## config.mk

```make
export PLATFORM = sky130hd
export DESIGN_NAME = uart_receiver
export DESIGN_NICKNAME = d
export VERILOG_FILES = /design/src/rtl/uart_pkg.sv /design/src/rtl/uart_rx_sync.sv /design/src/rtl/uart_receiver.sv
export SDC_FILE = /design/constraint.sdc
export NUM_CORES = 1
export LEC_CHECK = 0
export CAP_MARGIN = 25
export CORE_MARGIN = 1
export CORE_UTILIZATION = 55
export CTS_CLUSTER_SIZE = 16
export DETAILED_ROUTE_END_ITERATION = 12
export GPL_TIMING_DRIVEN = 0
export PLACE_DENSITY = 0.89
export RECOVER_POWER = 100
export REMOVE_ABC_BUFFERS = 1
export SETUP_SLACK_MARGIN = 0.4
export SYNTH_ARGS = -nofsm -noshare
export SYNTH_HDL_FRONTEND = slang
export SYNTH_SLANG_ARGS = --single-unit
export TNS_END_PERCENT = 20
```

## constraint.sdc

```tcl
create_clock -name clk -period 2.6 [get_ports clk]
set_clock_uncertainty 0.2 [all_clocks]
set_input_delay 0.39 -clock clk [delete_from_list [all_inputs] [get_ports clk]]
set_output_delay 0.39 -clock clk [all_outputs]
set_load 0.01 [all_outputs]
```

## src/rtl/uart_pkg.sv

```systemverilog
// Shared types and defaults for the UART receive path.
package uart_pkg;
  typedef enum logic [1:0] {IDLE, START, DATA, STOP} rx_state_e;

  localparam int DEF_CLKS_PER_BIT = 1;
  localparam int DEF_DATA_BITS    = 8;

  // Mid-bit offset in clocks from the detected start edge.
  function automatic int half_of(input int clks_per_bit);
    return (clks_per_bit - 1) / 2;
  endfunction
endpackage

```

## src/rtl/uart_rx_sync.sv

```systemverilog
// Two-flop RXD synchroniser plus falling-edge detect; all flops idle high.
module uart_rx_sync (
  input  logic clk,
  input  logic reset,
  input  logic rxd,
  output logic rxd_s,
  output logic start_edge
);
  logic meta_q, meta_d;
  logic sync_q, sync_d;
  logic prev_q, prev_d;

  always_comb begin
    meta_d = rxd;
    sync_d = meta_q;
    prev_d = sync_q;
  end

  always_ff @(posedge clk or posedge reset) begin
    if (reset) begin
      meta_q <= 1'b1;
      sync_q <= 1'b1;
      prev_q <= 1'b1;
    end else begin
      meta_q <= meta_d;
      sync_q <= sync_d;
      prev_q <= prev_d;
    end
  end

  assign rxd_s      = sync_q;
  // Edge only: a line parked low never restarts reception.
  assign start_edge = ~sync_q & prev_q;
endmodule

```

## src/rtl/uart_receiver.sv

```systemverilog
// 8N1-style UART receiver: mid-bit sampling, parallel word out with valid
// strobe, and a frame-error strobe when the stop bit reads low.
module uart_receiver
  import uart_pkg::*;
#(
  parameter int CLKS_PER_BIT = DEF_CLKS_PER_BIT,
  parameter int DATA_BITS    = DEF_DATA_BITS
) (
  input  logic                 clk,
  input  logic                 reset,
  input  logic                 RXD,
  output logic [DATA_BITS-1:0] rx_data,
  output logic                 rx_valid,
  output logic                 rx_busy,
  output logic                 rx_frame_err
);
  localparam int HALF = half_of(CLKS_PER_BIT);
  localparam int CW   = (CLKS_PER_BIT > 1) ? $clog2(CLKS_PER_BIT) : 1;
  localparam int IW   = (DATA_BITS > 1) ? $clog2(DATA_BITS) : 1;
  localparam logic [CW-1:0] CNT_HALF = CW'(HALF);
  localparam logic [CW-1:0] CNT_LAST = CW'(CLKS_PER_BIT - 1);
  localparam logic [IW-1:0] IDX_LAST = IW'(DATA_BITS - 1);

  logic rxd_s, start_edge;

  uart_rx_sync u_sync (
    .clk        (clk),
    .reset      (reset),
    .rxd        (RXD),
    .rxd_s      (rxd_s),
    .start_edge (start_edge)
  );

  rx_state_e            state_q, state_d;
  logic [CW-1:0]        cnt_q, cnt_d;
  logic [IW-1:0]        idx_q, idx_d;
  logic [DATA_BITS-1:0] shift_q, shift_d;
  logic [DATA_BITS-1:0] data_q, data_d;
  logic                 valid_q, valid_d;
  logic                 ferr_q, ferr_d;
  logic                 busy_q, busy_d;
  logic [DATA_BITS:0]   shifted;

  // LSB-first: each new bit enters at the top, so after DATA_BITS shifts
  // the first bit received lands in bit 0.
  assign shifted = {rxd_s, shift_q};

  always_comb begin
    state_d = state_q;
    cnt_d   = cnt_q;
    idx_d   = idx_q;
    shift_d = shift_q;
    data_d  = data_q;
    valid_d = 1'b0;
    ferr_d  = 1'b0;
    case (state_q)
      IDLE: begin
        if (start_edge) begin
          idx_d = '0;
          if (HALF == 0) begin
            state_d = DATA;
            cnt_d   = '0;
          end else begin
            state_d = START;
            cnt_d   = CW'(1);
          end
        end
      end
      START: begin
        if (cnt_q == CNT_HALF) begin
          cnt_d = '0;
          idx_d = '0;
          state_d = rxd_s ? IDLE : DATA;
        end else begin
          cnt_d = cnt_q + 1'b1;
        end
      end
      DATA: begin
        if (cnt_q == CNT_LAST) begin
          shift_d = shifted[DATA_BITS:1];
          cnt_d   = '0;
          idx_d   = idx_q + 1'b1;
          if (idx_q == IDX_LAST) state_d = STOP;
        end else begin
          cnt_d = cnt_q + 1'b1;
        end
      end
      STOP: begin
        if (cnt_q == CNT_LAST) begin
          state_d = IDLE;
          cnt_d   = '0;
          if (rxd_s) begin
            data_d  = shift_q;
            valid_d = 1'b1;
          end else begin
            ferr_d = 1'b1;
          end
        end else begin
          cnt_d = cnt_q + 1'b1;
        end
      end
      default: state_d = IDLE;
    endcase
    busy_d = (state_d != IDLE);
  end

  always_ff @(posedge clk or posedge reset) begin
    if (reset) begin
      state_q <= IDLE;
      cnt_q   <= '0;
      idx_q   <= '0;
      shift_q <= '0;
      data_q  <= '0;
      valid_q <= 1'b0;
      ferr_q  <= 1'b0;
      busy_q  <= 1'b0;
    end else begin
      state_q <= state_d;
      cnt_q   <= cnt_d;
      idx_q   <= idx_d;
      shift_q <= shift_d;
      data_q  <= data_d;
      valid_q <= valid_d;
      ferr_q  <= ferr_d;
      busy_q  <= busy_d;
    end
  end

  assign rx_data      = data_q;
  assign rx_valid     = valid_q;
  assign rx_busy      = busy_q;
  assign rx_frame_err = ferr_q;
endmodule

```

==> impl_results.md, run 1 <==
- Root buf cell: clkbuf_4
- Clk buf depth: 2
- RSZ-0062 raised after global routing: no
- Die width: 45.4 µm
- Yosys reg bits: 27
- Critical Path Fanout Max: 26
- Port Buf Inserts: 13
- Syn Inst Count: 67
- Synth Area in Compound Gates: 3.15%
- Syn avg cell area: about 15 µm²
- Clock-pin transition on the worst setup and hold timing paths: 0.15 ns
- Lkg Pwr: around 0.56 nW
- Synthesized cell area: 1030 µm²
- Multiplexer area fraction after synthesis: 18.4%
- 1st-iter DRT viols: 4
- PwrDens: ~1100 nW/µm²
- # diodes: 0
- Num CTS Buffers: 3
- Most frequent cell after synthesis: dfrtp_1
- GR Util All Layers: 14.9%
- Synth Area in Adders: 2.42%
- Setup TNS: 0 ns
- Clk_lat worst skew: 0.32 ns
- Min Tclk post-route: slightly below 2 ns
- Run status: finished, final reports clean
- Critical Path End Type: async pin
- Vias in the first global route: 493
- DRC: 0
- Simple-gate area share of the yosys netlist: about 8.8%
- Final #Nets: 90
- CTS Hold Bufs: 0
- Post-CTS Setup Inserts: 0
- Required @ worst endpoint: 2.64 ns
- Final hold viol count: 0
- Main combinational cell family by area after synthesis: multiplexers
- Largest net degree at the start of global routing: 28
- CTS tree: built
- Num ports: 14
- Layout cell share with drive strength beyond 1: 26.2%
- Initial antenna violation count: 0
- Number of H-tree levels: 1
- Row cnt: 15
- Final Wtd Congestion: just over 0.7
- Fmax: 518 MHz
- Unique cell type count in the Yosys netlist: 19
- Synth area leader: dfrtp_1
- Slew headroom: 12.7%
- Fin. max-slew vios: 0
- Max VDD drop: 678 µV
- Clock tree sinks: 27
- EDFF count, synth: 0
- Max-cap viol count: 0
- Via count: 567
- WS Path Type: input port to async pin
- Final ANT Viol Nets: 0
- Crit path DAT: 1.97 ns
- Grt ovf: 0
- Post-synth top area share: 58.1%
- TritonRoute pass-1 iters: 4
- Final period util: about 74%
- Xor/xnor share of the synthesized area: 0%
- Top FF cell, synth: dfrtp_1
- Global-route wire length before repair: ~2.2 mm
- Final setup margin: 0.671 ns
- Tightest Pin Transition: 1.31 ns
- YS warnings: 0
- Worst Hold Class: input port to async pin
- Die Area: around 2100 µm²
- Post-DP HPWL: 991 µm
- Die height: 45.4 µm
- WL/cell: 12.7 µm
- Vias per Instance: 5.20
- Ys async rst share: 100%
- Flop2flop setup slack: 0.69 ns
- Startpoint types: input port
- Final Setup Violations: 0
- DP Worst Slack: 0.802 ns
- Initial core utilization: 59.2%
- PostCTS Resize Cnt: 0
- Post-Route WL: 1.38 mm
- Most instantiated cells after synthesis: dfrtp_1 (24), mux2_2 (16), dfstp_2 (3), nand2_1 (3), nor2_1 (3)
- Core area: 1750 µm²
- Area contributors post-synth: dfrtp_1 (58%), mux2_2 (17%), dfstp_2 (7.6%)
- Seq/Total Area, Yosys: 65.7%
- P&R area growth vs syn: 17.1%
-- through the flow --
step           hold WS (ns)  total power [mW]  std cells  cell area (µm²)  util, %
4_1_cts               0.170              1.44        108             1220     69.7
6_report              0.127              1.38        109             1210     69.3
3_5_place_dp          0.151              1.26        104             1190     68.0
3_3_place_gp          0.145              1.23        104             1190     68.0
5_1_grt               0.124              1.47        109             1210     69.3
2_1_floorplan         0.145              1.04         66             1030        -
-- layout make-up --
type	count	area (µm²)
Clock inverter	1	7.51
Tap cell	25	31.3
Sequential cell	27	679
Fill cell	131	536
Multi-Input combinational cell	37	328
Inverter	2	7.51
Clock buffer	3	22.5
Timing Repair Buffer	14	134
-- flip-flops by register name (all words and copies together) (netlist names) --
| signal | cells |
|---|---|
| rx_data | 8 |
| shift_q | 8 |
| idx_q | 3 |
| state_q | 2 |
| rx_busy | 1 |
| rx_frame_err | 1 |
| rx_valid | 1 |
| u_sync.meta_q | 1 |
| u_sync.prev_q | 1 |
| u_sync.rxd_s | 1 |
-- worst paths after layout --
check                startpoint      endpoint  cells after the start
setup reg to reg     state_q[1]    shift_q[7]                      2
max in group clk     rx_data[6]    rx_data[6]                      1
hold / removal            reset    rx_data[1]                      2
min in group clk  u_sync.meta_q  u_sync.rxd_s                      0
setup / recovery          reset      idx_q[2]                      3
hold reg to reg   u_sync.meta_q  u_sync.rxd_s                      0
-- kinds of logic (layout without fill, tap and decap cells) --
| kind of cell | after synthesis | in the layout |
|---|---|---|
| flops | 27 | 27 |
| mux | 17 | 17 |
| simple gates | 14 | 14 |
| compound gates | 4 | 4 |
| buf+inv | 3 | 20 |
| fa+ha+maj | 2 | 2 |
-- critical path, cell delays in order --
cell           delay [ns]
dlygate4sd3_1        0.54
inv_1                0.07
clkbuf_1             0.96
-- routing by layer --
metal,vias to the layer above,routed length (µm),GRT usage (%)
li1,273,-,-
met1,285,662,21.6
met2,9,693,22.9
met3,0,26,2.40
met4,0,0,5.45
met5,-,0,0
-- power breakdown --
group,internal (mW),leakage (nW),total [mW],switching (mW)
clock,0.0587,0.0139,0.180,0.121
sequential,0.594,0.322,0.699,0.105
combinational,0.310,0.219,0.505,0.195
total,0.963,0.555,1.38,0.421
-- cells in the final DEF (no fill, tap or decap), types with 2 or more instances in the layout --
cell and n:
clkbuf_4 3, dfrtp_1 24, dfstp_2 2, dlygate4sd3_1 13
ha_1 2, inv_1 2, mux2_2 16, nand2_1 4
nor2_1 3, nor2b_1 2, o21a_1 2, or4b_1 2
(Power assumes the default switching activity.)
==> inputs of run 2 (changes only) <==
--- a/config.mk
+++ b/config.mk
@@ -7,11 +7,11 @@
 export LEC_CHECK = 0
 export CAP_MARGIN = 25
 export CORE_MARGIN = 1
-export CORE_UTILIZATION = 55
+export CORE_UTILIZATION = 47
 export CTS_CLUSTER_SIZE = 16
 export DETAILED_ROUTE_END_ITERATION = 12
 export GPL_TIMING_DRIVEN = 0
-export PLACE_DENSITY = 0.89
+export PLACE_DENSITY = 0.82
 export RECOVER_POWER = 100
 export REMOVE_ABC_BUFFERS = 1
 export SETUP_SLACK_MARGIN = 0.4
==> constraint.sdc (replaced) <==
create_clock -name clk -period 1.67 [get_ports clk]
set_clock_uncertainty 0.2 [all_clocks]
set_input_delay 0.2505 -clock clk [delete_from_list [all_inputs] [get_ports clk]]
set_output_delay 0.2505 -clock clk [all_outputs]
set_load 0.01 [all_outputs]
==> impl_results.md, run 2 (synthesized netlist as in run 1, its figures left out) <==
- Number of H-tree levels: 1 (unchanged)
- Final ANT Viol Nets: 0 (unchanged)
- Max-cap viol count: 0 (unchanged)
- R2R Path Start: state_q[0]
- Min Tclk post-route: 1.47 ns
- Overall power: 2.27 mW (+64%)
- Most frequent cells in the layout: dfrtp_1 (23), mux2_2 (16), clkbuf_1 (10)
- P&R area growth vs syn: 22.0%
- CTS tree: built
- Grt ovf: 0 (unchanged)
- Row cnt: 16 (+1)
- Clk buf depth: 2 (unchanged)
- Num CTS Buffers: 3 (unchanged)
- GR Util All Layers: 16.6% (+1.7 points)
- Comb power frac: 40.3% (+3.8 points)
- Leading cell type in the layout, fill and taps excluded: dfrtp_1
- DRC: 0 (unchanged)
- Placed inst area: 1190 µm² (+0.21%)
- Hold Path End: u_sync.rxd_s
- Final setup margin: 0.198 ns (-0.472 ns)
- Setup TNS: 0 ns (unchanged)
- Final Wtd Congestion: 0.726 (+2.2%)
- Die height: 48.9 µm (+7.8%)
- Post-DP HPWL: 1.01 mm (+1.4%)
- R2R depth: 3 (+1)
- Final #Nets: 99 (+10%)
- WS Path Type: register to register
- Final Setup Violations: 0 (unchanged)
- Required @ worst endpoint: 1.68 ns (-0.96 ns)
- Slew headroom: 58.7% (+46 points)
- Root buf cell: clkbuf_4
- Clock power frac: 11.6% (-1.4 points)
- Fin. max-slew vios: 0 (unchanged)
- Core area: 2020 µm² (+16%)
- Run status: finished, final reports clean
- Post-Route WL: 1.77 mm (+28%)
- Layout cell share with drive strength beyond 1: 37.6% (+11 points)
- Critical Path Fanout Max: 5 (-81%)
- Seq pwr share: 48.2% (-2.3 points)
- Hold path depth: 0
- Largest net degree at the start of global routing: 28 (unchanged)
- Clock-pin transition on the worst setup and hold timing paths: 0.13 ns (-0.02 ns)
- PwrDens: 1800 nW/µm² (+57%)
- 1st-iter DRT viols: 2 (-2)
- # diodes: 0 (unchanged)
- Die Area: 2390 µm² (+16%)
- Via count: 621 (+9.5%)
- Final period util: 88.1%
- RR Endpoint: rx_data[5]
- Clk_lat worst skew: 0.31 ns (about the same)
- Flop2flop setup slack: 0.20 ns (-0.49 ns)
- Sw power: 0.725 mW (+72%)
- Startpoint types: register
- Lkg Pwr: 0.576 nW (+3.9%)
- Fin area: 1260 µm² (+4.2%)
- Die width: 48.9 µm (+7.8%)
- Internal Power: 1.55 mW (+61%)
- Clock tree sinks: 27 (unchanged)
- Min-Delay Startpoint: u_sync.meta_q
- Crit path DAT: 1.48 ns (-0.49 ns)
- Placed cell count: 106 (+1.9%)
- Tightest Pin Transition: 0.620 ns (-0.690 ns)
- Switching share of power: 31.9% (+1.5 points)
- Num ports: 14 (unchanged)
- Initial antenna violation count: 0 (unchanged)
- Vias per Instance: 5.18 (-0.52%)
- Worst Hold Class: register to register
- Max VDD drop: 861 µV (+27%)
- Vias in the first global route: 665 (+35%)
- RSZ-0062 raised after global routing: yes
- Fmax: 679 MHz
- DP Worst Slack: 0.00255 ns (-0.800 ns)
- Final hold viol count: 0 (unchanged)
- Port Buf Inserts: 13 (unchanged)
- TritonRoute pass-1 iters: 4 (unchanged)
- Post-layout util: 62.4% (-6.9 points)
- Initial core utilization: 51.1% (-8.1 points)
- Non-filler instance count after layout: 120 (+10%)
- Global-route wire length before repair: 2.98 mm (+38%)
- Hold_ws: 0.174 ns (+0.0476 ns)
- Critical Path End Type: register
- WL/cell: 14.7 µm (+16%)
-- run 2: changes by cell type in the layout (fill, tap and decap cells not counted), sizes merged --
cell           delta
buf               +4
dlygate4sd3      -10
nand2             +1
clkbuf           +11
clkinvlp          -1
clkdlybuf4s25     +4
-- run 2: cell type report --
cell class                 instances  area [µm²]
fill                             158         761
sequential                        27         681
multi-input combinational         38         363
timing repair buffer              22         150
tap                               27        33.8
clock buffer                       4        26.3
inverter                           2        7.51
-- run 2: worst max-delay path by stage --
stage | start | cells after the start | slack (ns) | end
after floorplan | state_q[1] | 2 | 0.18 | shift_q[0]
after global placement | reset | 2 | 0.03 | state_q[1]
after detailed placement | state_q[1] | 2 | 0.003 | shift_q[4]
after CTS | state_q[0] | 3 | 0.26 | idx_q[2]
after global routing | state_q[0] | 3 | 0.14 | rx_data[0]
final | state_q[0] | 3 | 0.20 | rx_data[5]
-- run 2: routing by layer --
| metal | vias to the layer above | track usage, % | share of wire [%] |
|---|---|---|---|
| met5 | - | 0 | 0 |
| met4 | 0 | 10.8 | 0.73 |
| met3 | 2 | 3.12 | 1.8 |
| met2 | 9 | 26.9 | 56 |
| met1 | 322 | 20.5 | 41 |
| li1 | 288 | - | - |
-- run 2: timing repair --
item	4_1_cts	5_1_grt
gates cloned	1	0
pin swaps	5	0
setup endpoints to repair	55	33
resized for setup	41	5
buffers inserted	7	0
hold buffers	0	1
endpoints found under the hold margin	0	1
-- run 2: worst max-delay path, stage by stage (launching register included) --
cell	delay, ns
dfrtp_1	0.46
and2_4	0.20
nand2_1	0.16
mux2_2	0.35
-- run 2: power by group through the flow --
stage | registers (mW) | logic [mW] | clock network [mW]
global route | 1.13 | 0.992 | 0.304
CTS | 1.08 | 0.926 | 0.277
detailed placement | 1.12 | 0.852 | 0
floorplan | 1.13 | 0.496 | 0
global placement | 1.10 | 0.813 | 0
finish | 1.09 | 0.915 | 0.263
